[config.mk]
export PLATFORM = sky130hd
export DESIGN_NAME = window_regfile
export DESIGN_NICKNAME = d
export VERILOG_FILES = /design/src/rtl/window_regfile.sv
export SDC_FILE = /design/constraint.sdc
export NUM_CORES = 1
export LEC_CHECK = 0
export BUFFER_PORTS_ARGS = -buffer_cell sky130_fd_sc_hd__buf_4
export CAP_MARGIN = 30
export CORE_MARGIN = 3
export CORE_UTILIZATION = 25
export DETAILED_ROUTE_END_ITERATION = 8
export GPL_ROUTABILITY_DRIVEN = 0
export GPL_TIMING_DRIVEN = 0
export PLACE_DENSITY = 0.46
export SYNTH_ARGS = -nofsm -noshare
export SYNTH_HDL_FRONTEND = slang
export SYNTH_SLANG_ARGS = --single-unit
[constraint.sdc]
create_clock -name clk_cal -period 3.4 [get_ports clk_cal]
set_input_delay 0.17 -clock clk_cal [delete_from_list [all_inputs] [get_ports clk_cal]]
set_output_delay 0.17 -clock clk_cal [all_outputs]
set_load 0.1 [all_outputs]
[src/rtl/window_regfile.sv]
// Sliding-window register file: buffers PE result bytes in a circular store and
// emits P-byte windows advancing by stride S, with optional zero-padded tail.
module window_regfile #(
  parameter int unsigned DW    = 8,
  parameter int unsigned DEPTH = 32,
  parameter int unsigned LANES = 8
) (
  input  logic                   clk_cal,
  input  logic                   rst_cal,
  input  logic                   start,
  input  logic [3:0]             win_p,
  input  logic [2:0]             win_s,
  input  logic                   pad_en,
  input  logic                   layer_end,
  input  logic [DW-1:0]          in_data,
  input  logic                   in_vld,
  output logic                   in_rdy,
  output logic [LANES*DW-1:0]    out_data,
  output logic                   out_vld,
  input  logic                   out_rdy,
  output logic                   out_last,
  output logic                   layer_done,
  output logic                   cfg_err,
  output logic [$clog2(DEPTH):0] count
);

  localparam int unsigned AW = $clog2(DEPTH);
  localparam int unsigned CW = AW + 1;
  localparam logic [3:0]    LANES_P = 4'(LANES);
  localparam logic [CW-1:0] FULL    = CW'(DEPTH);

  typedef enum logic [1:0] {IDLE, RUN, FLUSH, CLEAR} state_t;

  state_t              state_q, state_d;
  logic [3:0]          p_q, p_d;
  logic [2:0]          s_q, s_d;
  logic                pad_q, pad_d;
  logic                emitted_q, emitted_d;
  logic [AW-1:0]       wptr_q, wptr_d, rptr_q, rptr_d;
  logic [CW-1:0]       count_d;
  logic [LANES*DW-1:0] out_data_d;
  logic                out_vld_d, out_last_d, layer_done_d, cfg_err_d, in_rdy_d;
  logic [DW-1:0]       mem [DEPTH];

  logic                cfg_ok, wr, active, ld_free, full_ok, pad_due, due, due_after;
  logic                ld_full, ld_pad;
  logic [CW-1:0]       p_cw, s_cw, gap_cw, cnt_after, nlanes;

  assign cfg_ok = (win_p != 4'd0) && (win_p <= LANES_P) &&
                  (win_s != 3'd0) && ({1'b0, win_s} <= win_p);

  // Window bookkeeping: a padded tail is only worth emitting if it holds unseen bytes.
  assign p_cw      = CW'(p_q);
  assign s_cw      = CW'(s_q);
  assign gap_cw    = CW'(p_q - {1'b0, s_q});
  assign wr        = in_vld && in_rdy;
  assign active    = (state_q == RUN) || (state_q == FLUSH);
  assign ld_free   = !out_vld || out_rdy;
  assign full_ok   = count >= p_cw;
  assign pad_due   = pad_q && (count != '0) && (!emitted_q || count > gap_cw);
  assign due       = full_ok || pad_due;
  assign cnt_after = count - s_cw;
  assign due_after = (cnt_after >= p_cw) ||
                     (pad_q && (cnt_after != '0) && (cnt_after > gap_cw));
  assign ld_full   = active && ld_free && full_ok;
  assign ld_pad    = (state_q == FLUSH) && ld_free && !full_ok && pad_due;
  assign nlanes    = ld_full ? p_cw : count;

  always_ff @(posedge clk_cal or posedge rst_cal) begin
    if (rst_cal) state_q <= IDLE;
    else         state_q <= state_d;
  end

  always_comb begin
    state_d = state_q;
    case (state_q)
      IDLE:    if (start && cfg_ok) state_d = RUN;
      RUN:     if (layer_end) state_d = FLUSH;
      FLUSH:   if (!due && !out_vld) state_d = CLEAR;
      CLEAR:   state_d = IDLE;
      default: state_d = IDLE;
    endcase
  end

  always_comb begin
    p_d          = p_q;
    s_d          = s_q;
    pad_d        = pad_q;
    emitted_d    = emitted_q;
    wptr_d       = wptr_q + AW'(wr);
    rptr_d       = rptr_q;
    count_d      = count + CW'(wr);
    out_data_d   = out_data;
    out_vld_d    = out_vld && !out_rdy;
    out_last_d   = out_last;
    layer_done_d = 1'b0;
    cfg_err_d    = 1'b0;

    if (ld_full || ld_pad) begin
      for (int i = 0; i < LANES; i++) begin
        out_data_d[i*DW +: DW] = (CW'(i) < nlanes) ? mem[rptr_q + AW'(i)] : '0;
      end
      out_vld_d = 1'b1;
      emitted_d = 1'b1;
      if (ld_full) begin
        rptr_d     = rptr_q + AW'(s_q);
        count_d    = count + CW'(wr) - s_cw;
        out_last_d = (state_q == FLUSH) && !due_after;
      end else begin
        rptr_d     = rptr_q + AW'(count);
        count_d    = '0;
        out_last_d = 1'b1;
      end
    end

    case (state_q)
      IDLE: begin
        if (start) begin
          if (cfg_ok) begin
            p_d       = win_p;
            s_d       = win_s;
            pad_d     = pad_en;
            emitted_d = 1'b0;
          end else begin
            cfg_err_d = 1'b1;
          end
        end
      end
      CLEAR: begin
        wptr_d       = '0;
        rptr_d       = '0;
        count_d      = '0;
        layer_done_d = 1'b1;
      end
      default: ;
    endcase

    in_rdy_d = (state_d == RUN) && (count_d < FULL);
  end

  always_ff @(posedge clk_cal or posedge rst_cal) begin
    if (rst_cal) begin
      p_q        <= '0;
      s_q        <= '0;
      pad_q      <= 1'b0;
      emitted_q  <= 1'b0;
      wptr_q     <= '0;
      rptr_q     <= '0;
      count      <= '0;
      out_data   <= '0;
      out_vld    <= 1'b0;
      out_last   <= 1'b0;
      layer_done <= 1'b0;
      cfg_err    <= 1'b0;
      in_rdy     <= 1'b0;
    end else begin
      p_q        <= p_d;
      s_q        <= s_d;
      pad_q      <= pad_d;
      emitted_q  <= emitted_d;
      wptr_q     <= wptr_d;
      rptr_q     <= rptr_d;
      count      <= count_d;
      out_data   <= out_data_d;
      out_vld    <= out_vld_d;
      out_last   <= out_last_d;
      layer_done <= layer_done_d;
      cfg_err    <= cfg_err_d;
      in_rdy     <= in_rdy_d;
    end
  end

  // Byte store; contents are don't-care until written.
  always_ff @(posedge clk_cal) begin
    if (wr) mem[wptr_q] <= in_data;
  end

endmodule

==> flow_metrics.py <==
metrics = {
    "timing": {
        "fmaxAchievable_ghz": 0.2753,
        "finalMaxSlewViolations": 0,
        "finalCriticalPeriod_ns": 3.632,
        "worst_skew_ns": 0.02721,
        "grt_setup_unrepaired": "yes",
        "timing.final.crit_share": 1.068,
        "finalWorstSetupSlack_ns": -0.2321,
        "final_hold_violation_count": 0,
        "setup_violating_endpoint_count_in_the_final_report": 71,
        "timing.max_slew.rel_slack": 0.3380,
        "worstMarginPinSlew_ns": 0.9930,
    },
    "route": {
        "drc": 0,
        "via_count": 18970,
        "detail_route.first_pass.iterations": 6,
        "antenna_violating_nets_post_route": 0,
        "drt_first_iter_violations": 2596,
        "detail_route.wl_per_cell_um": 33.13,
        "drt_wl_total_um": 108200,
        "number_of_vias_per_cell": 5.808,
    },
    "clock_tree": {
        "cts_clock_pin_slew_for_the_worst_setup_and_hold_paths_ns": 0.06,
        "cts_inserted_buffers": 43,
        "h-tree-depth": 2,
        "clk_root_buffer_cell": "sky130_fd_sc_hd__clkbuf_16",
        "cts.sink_count": 352,
        "cts_tree": "built",
        "insertion_delay_ns": 0.60,
        "clk_path_buf_depth": 3,
    },
    "logic_synthesis": {
        "ys_async_sr_fraction": 0.2727,
        "ys_types": 62,
        "yosys.area.top_type": "sky130_fd_sc_hd__edfxtp_1",
        "synth_most_common_cell": "sky130_fd_sc_hd__mux4_2",
        "synth_area_leaders": "sky130_fd_sc_hd__edfxtp_1 33%, sky130_fd_sc_hd__mux4_2 31%, sky130_fd_sc_hd__dfrtp_1 10%, sky130_fd_sc_hd__nand2_1 5.1%, sky130_fd_sc_hd__ha_1 2.8%",
        "mappedNetlistNets": 1848,
        "synthDominantCellAreaShare": 0.3273,
        "ys_top_cells_by_count": "320 x sky130_fd_sc_hd__mux4_2, 318 x sky130_fd_sc_hd__nand2_1, 256 x sky130_fd_sc_hd__edfxtp_1, 117 x sky130_fd_sc_hd__nand3_1, 96 x sky130_fd_sc_hd__dfrtp_1",
        "synth.ff_latch_count": 352,
        "synth-warning-count": 0,
        "synth_enable_flop_cells": 256,
        "synth_cells": 1770,
        "syn_area_um2": 23490,
        "ys_seq_area_frac": 0.4296,
        "synth_flop_cell": "sky130_fd_sc_hd__edfxtp_1",
        "syn_area_per_cell_um2": 13.27,
    },
    "global_route": {
        "pin_count_of_the_biggest_net_entering_global_routing": 70,
        "antenna_found_initial": 3,
        "grt_pass1_vias": 18030,
        "globalRouteTotalUtil": 0.2177,
        "gr_overflow_total": 0,
        "wire_length_of_the_first_global_routing_pass_um": 149600,
    },
    "worst_setup_path": {
        "r2r_cells": 17,
        "timing.critical_path.from_type": "flop",
        "cp_required_ns": 3.85,
        "crit_path_arrival_time_ns": 4.09,
        "crit_path_end_kind": "flop",
        "critical_path_peak_fanout": 10,
        "critical_path_class": "reg -> reg",
    },
    "cells_and_area": {
        "final_stage_net_count": 2064,
        "drive_above_1_share": 0.3577,
        "fin_util": 0.3134,
        "area_growth_from_synthesis_to_final_layout_pct": 23.25,
    },
    "die": {
        "die_w_um": 312.5,
        "fp.dieH_um": 312.5,
        "io_pins": 97,
        "initial_core_util": 0.2543,
        "num_rows": 111,
        "core_region_area_um2": 92360,
        "floorplan.die_area_um2": 97660,
    },
    "place": {
        "detailed_place_hpwl_um": 84180,
        "place.port_buffers": 96,
    },
    "run_status": {
        "violated_checks": "negative setup slack",
        "outcome": "finished with violations",
    },
    "run": {
        "max_cap_viol_count": 0,
    },
    "hold_path": {
        "worstHoldPathCells": 1,
        "worstHoldPathType": "in -> reg",
    },
}
-- critical path, stage by stage (launching register included) --
cell                       delay [ns]
sky130_fd_sc_hd__dfrtp_2         0.42
sky130_fd_sc_hd__inv_2           0.09
sky130_fd_sc_hd__ha_4            0.14
sky130_fd_sc_hd__inv_2           0.03
sky130_fd_sc_hd__fa_2            0.34
sky130_fd_sc_hd__a211o_4         0.36
sky130_fd_sc_hd__ha_4            0.22
sky130_fd_sc_hd__a21o_1          0.18
sky130_fd_sc_hd__or4_4           0.43
sky130_fd_sc_hd__a211oi_4        0.27
sky130_fd_sc_hd__nor3_4          0.09
sky130_fd_sc_hd__a31oi_4         0.23
sky130_fd_sc_hd__buf_12          0.15
sky130_fd_sc_hd__buf_6           0.09
sky130_fd_sc_hd__buf_6           0.09
sky130_fd_sc_hd__buf_16          0.14
sky130_fd_sc_hd__buf_8           0.14
sky130_fd_sc_hd__o31ai_1         0.08
-- worst paths after layout --
kind                              startpoint           end  slack (ns)
worst min-delay path              in_data[3]    mem[18][3]        0.05
worst min register to register  out_data[12]  out_data[12]        0.48
worst max register to register        p_q[0]  out_data[23]       -0.23
max in group asynchronous            rst_cal      count[2]        2.56
min in group asynchronous            rst_cal  out_data[12]        0.12
worst max-delay path                  p_q[0]  out_data[23]       -0.23
-- state kept, by name, summed over array words and instances (netlist names) --
| signal | cells |
|---|---|
| in_rdy | 1 |
| state_q | 2 |
| pad_q | 1 |
| mem | 256 |
| out_data | 64 |
| count | 6 |
| out_last | 1 |
| out_vld | 1 |
| rptr_q | 5 |
| layer_done | 1 |
| emitted_q | 1 |
| s_q | 3 |
| wptr_q | 5 |
| p_q | 4 |
| cfg_err | 1 |
-- cells by family after synthesis --
kind of cell,count (synthesis),share of synthesized area
xor+xnor,39,0.01513
compound gates,177,0.05082
simple gates,602,0.1160
fa+ha+maj,57,0.03154
mux,358,0.3232
flops,352,0.4296
buf+inv,185,0.03372
-- through the flow --
| step | hold slack, ns | setup TNS (ns) | instances | area, um^2 | setup slack [ns] |
|---|---|---|---|---|---|
| 2_1_floorplan | 0.2689 | -0.007414 | 1770 | 23560 | -0.007414 |
| 3_3_place_gp | 0.4354 | -122.78 | 3109 | 25830 | -1.696 |
| 3_5_place_dp | 0.1920 | -77.96 | 3128 | 26090 | -1.771 |
| 4_1_cts | 0.02000 | -11.82 | 3259 | 28740 | -0.2109 |
| 5_1_grt | 0.04014 | -22.24 | 3264 | 28940 | -0.3663 |
| 6_report | 0.04793 | -13.22 | 3267 | 28950 | -0.2321 |
-- cell usage in the layout, fill, tap and decap left out, types with 10 or more instances in the layout --
cell type | synthesis | layout
sky130_fd_sc_hd__buf_4 | 13 | 139
sky130_fd_sc_hd__nand3_1 | 117 | 116
sky130_fd_sc_hd__buf_12 | 0 | 18
sky130_fd_sc_hd__nor2b_1 | 22 | 22
sky130_fd_sc_hd__o31ai_1 | 25 | 15
sky130_fd_sc_hd__nand3b_1 | 16 | 16
sky130_fd_sc_hd__o31ai_2 | 0 | 10
sky130_fd_sc_hd__nor2_1 | 58 | 57
sky130_fd_sc_hd__dlygate4sd3_1 | 0 | 11
sky130_fd_sc_hd__dfrtp_1 | 96 | 87
sky130_fd_sc_hd__a211oi_1 | 15 | 10
sky130_fd_sc_hd__clkbuf_16 | 0 | 47
sky130_fd_sc_hd__nand4_1 | 25 | 25
sky130_fd_sc_hd__inv_1 | 48 | 40
sky130_fd_sc_hd__nand2_1 | 318 | 293
sky130_fd_sc_hd__mux4_2 | 320 | 320
sky130_fd_sc_hd__o21ai_0 | 42 | 13
sky130_fd_sc_hd__xor2_1 | 12 | 11
sky130_fd_sc_hd__buf_8 | 0 | 18
sky130_fd_sc_hd__a21oi_1 | 23 | 22
sky130_fd_sc_hd__nand2_2 | 0 | 24
sky130_fd_sc_hd__buf_1 | 20 | 12
sky130_fd_sc_hd__clkbuf_1 | 64 | 53
sky130_fd_sc_hd__o21ai_1 | 14 | 36
sky130_fd_sc_hd__nor3_1 | 10 | 10
sky130_fd_sc_hd__buf_2 | 39 | 29
sky130_fd_sc_hd__xnor2_1 | 26 | 25
sky130_fd_sc_hd__edfxtp_1 | 256 | 256
sky130_fd_sc_hd__ha_1 | 52 | 48
sky130_fd_sc_hd__mux2i_1 | 35 | 34
-- area by class of cell --
cell class              instances  area, um^2
diodes                          3       7.507
plain buffers                 135        1052
clock buffers                  52        1130
clock inverters                28       309.0
fillers                      9085       63410
inverters                      49       201.4
multi-input cells            1233       12970
flip-flops and latches        352       10100
well taps                    1243        1555
repair buffers                172        1615
-- routing by layer --
metal,global-route usage,share of wire,vias to the layer above
met5,0,0.00028,-
met3,0.08381,0.14,247
met1,0.2721,0.36,9814
met2,0.3299,0.44,1442
li1,-,-,7467
met4,0.1060,0.063,4
-- what timing repair did --
item                                    CTS  global route
endpoints found under the setup margin   80            80
gates cloned                              5             0
hold endpoints to repair                102             0
pin swaps                                30             1
resized for setup                       201            41
setup buffers                            37             4
hold buffers                             11             0
Power is left out: the tool's default activity adds up to more than one toggle a clock period on the data nets, which glitch-free logic cannot reach.
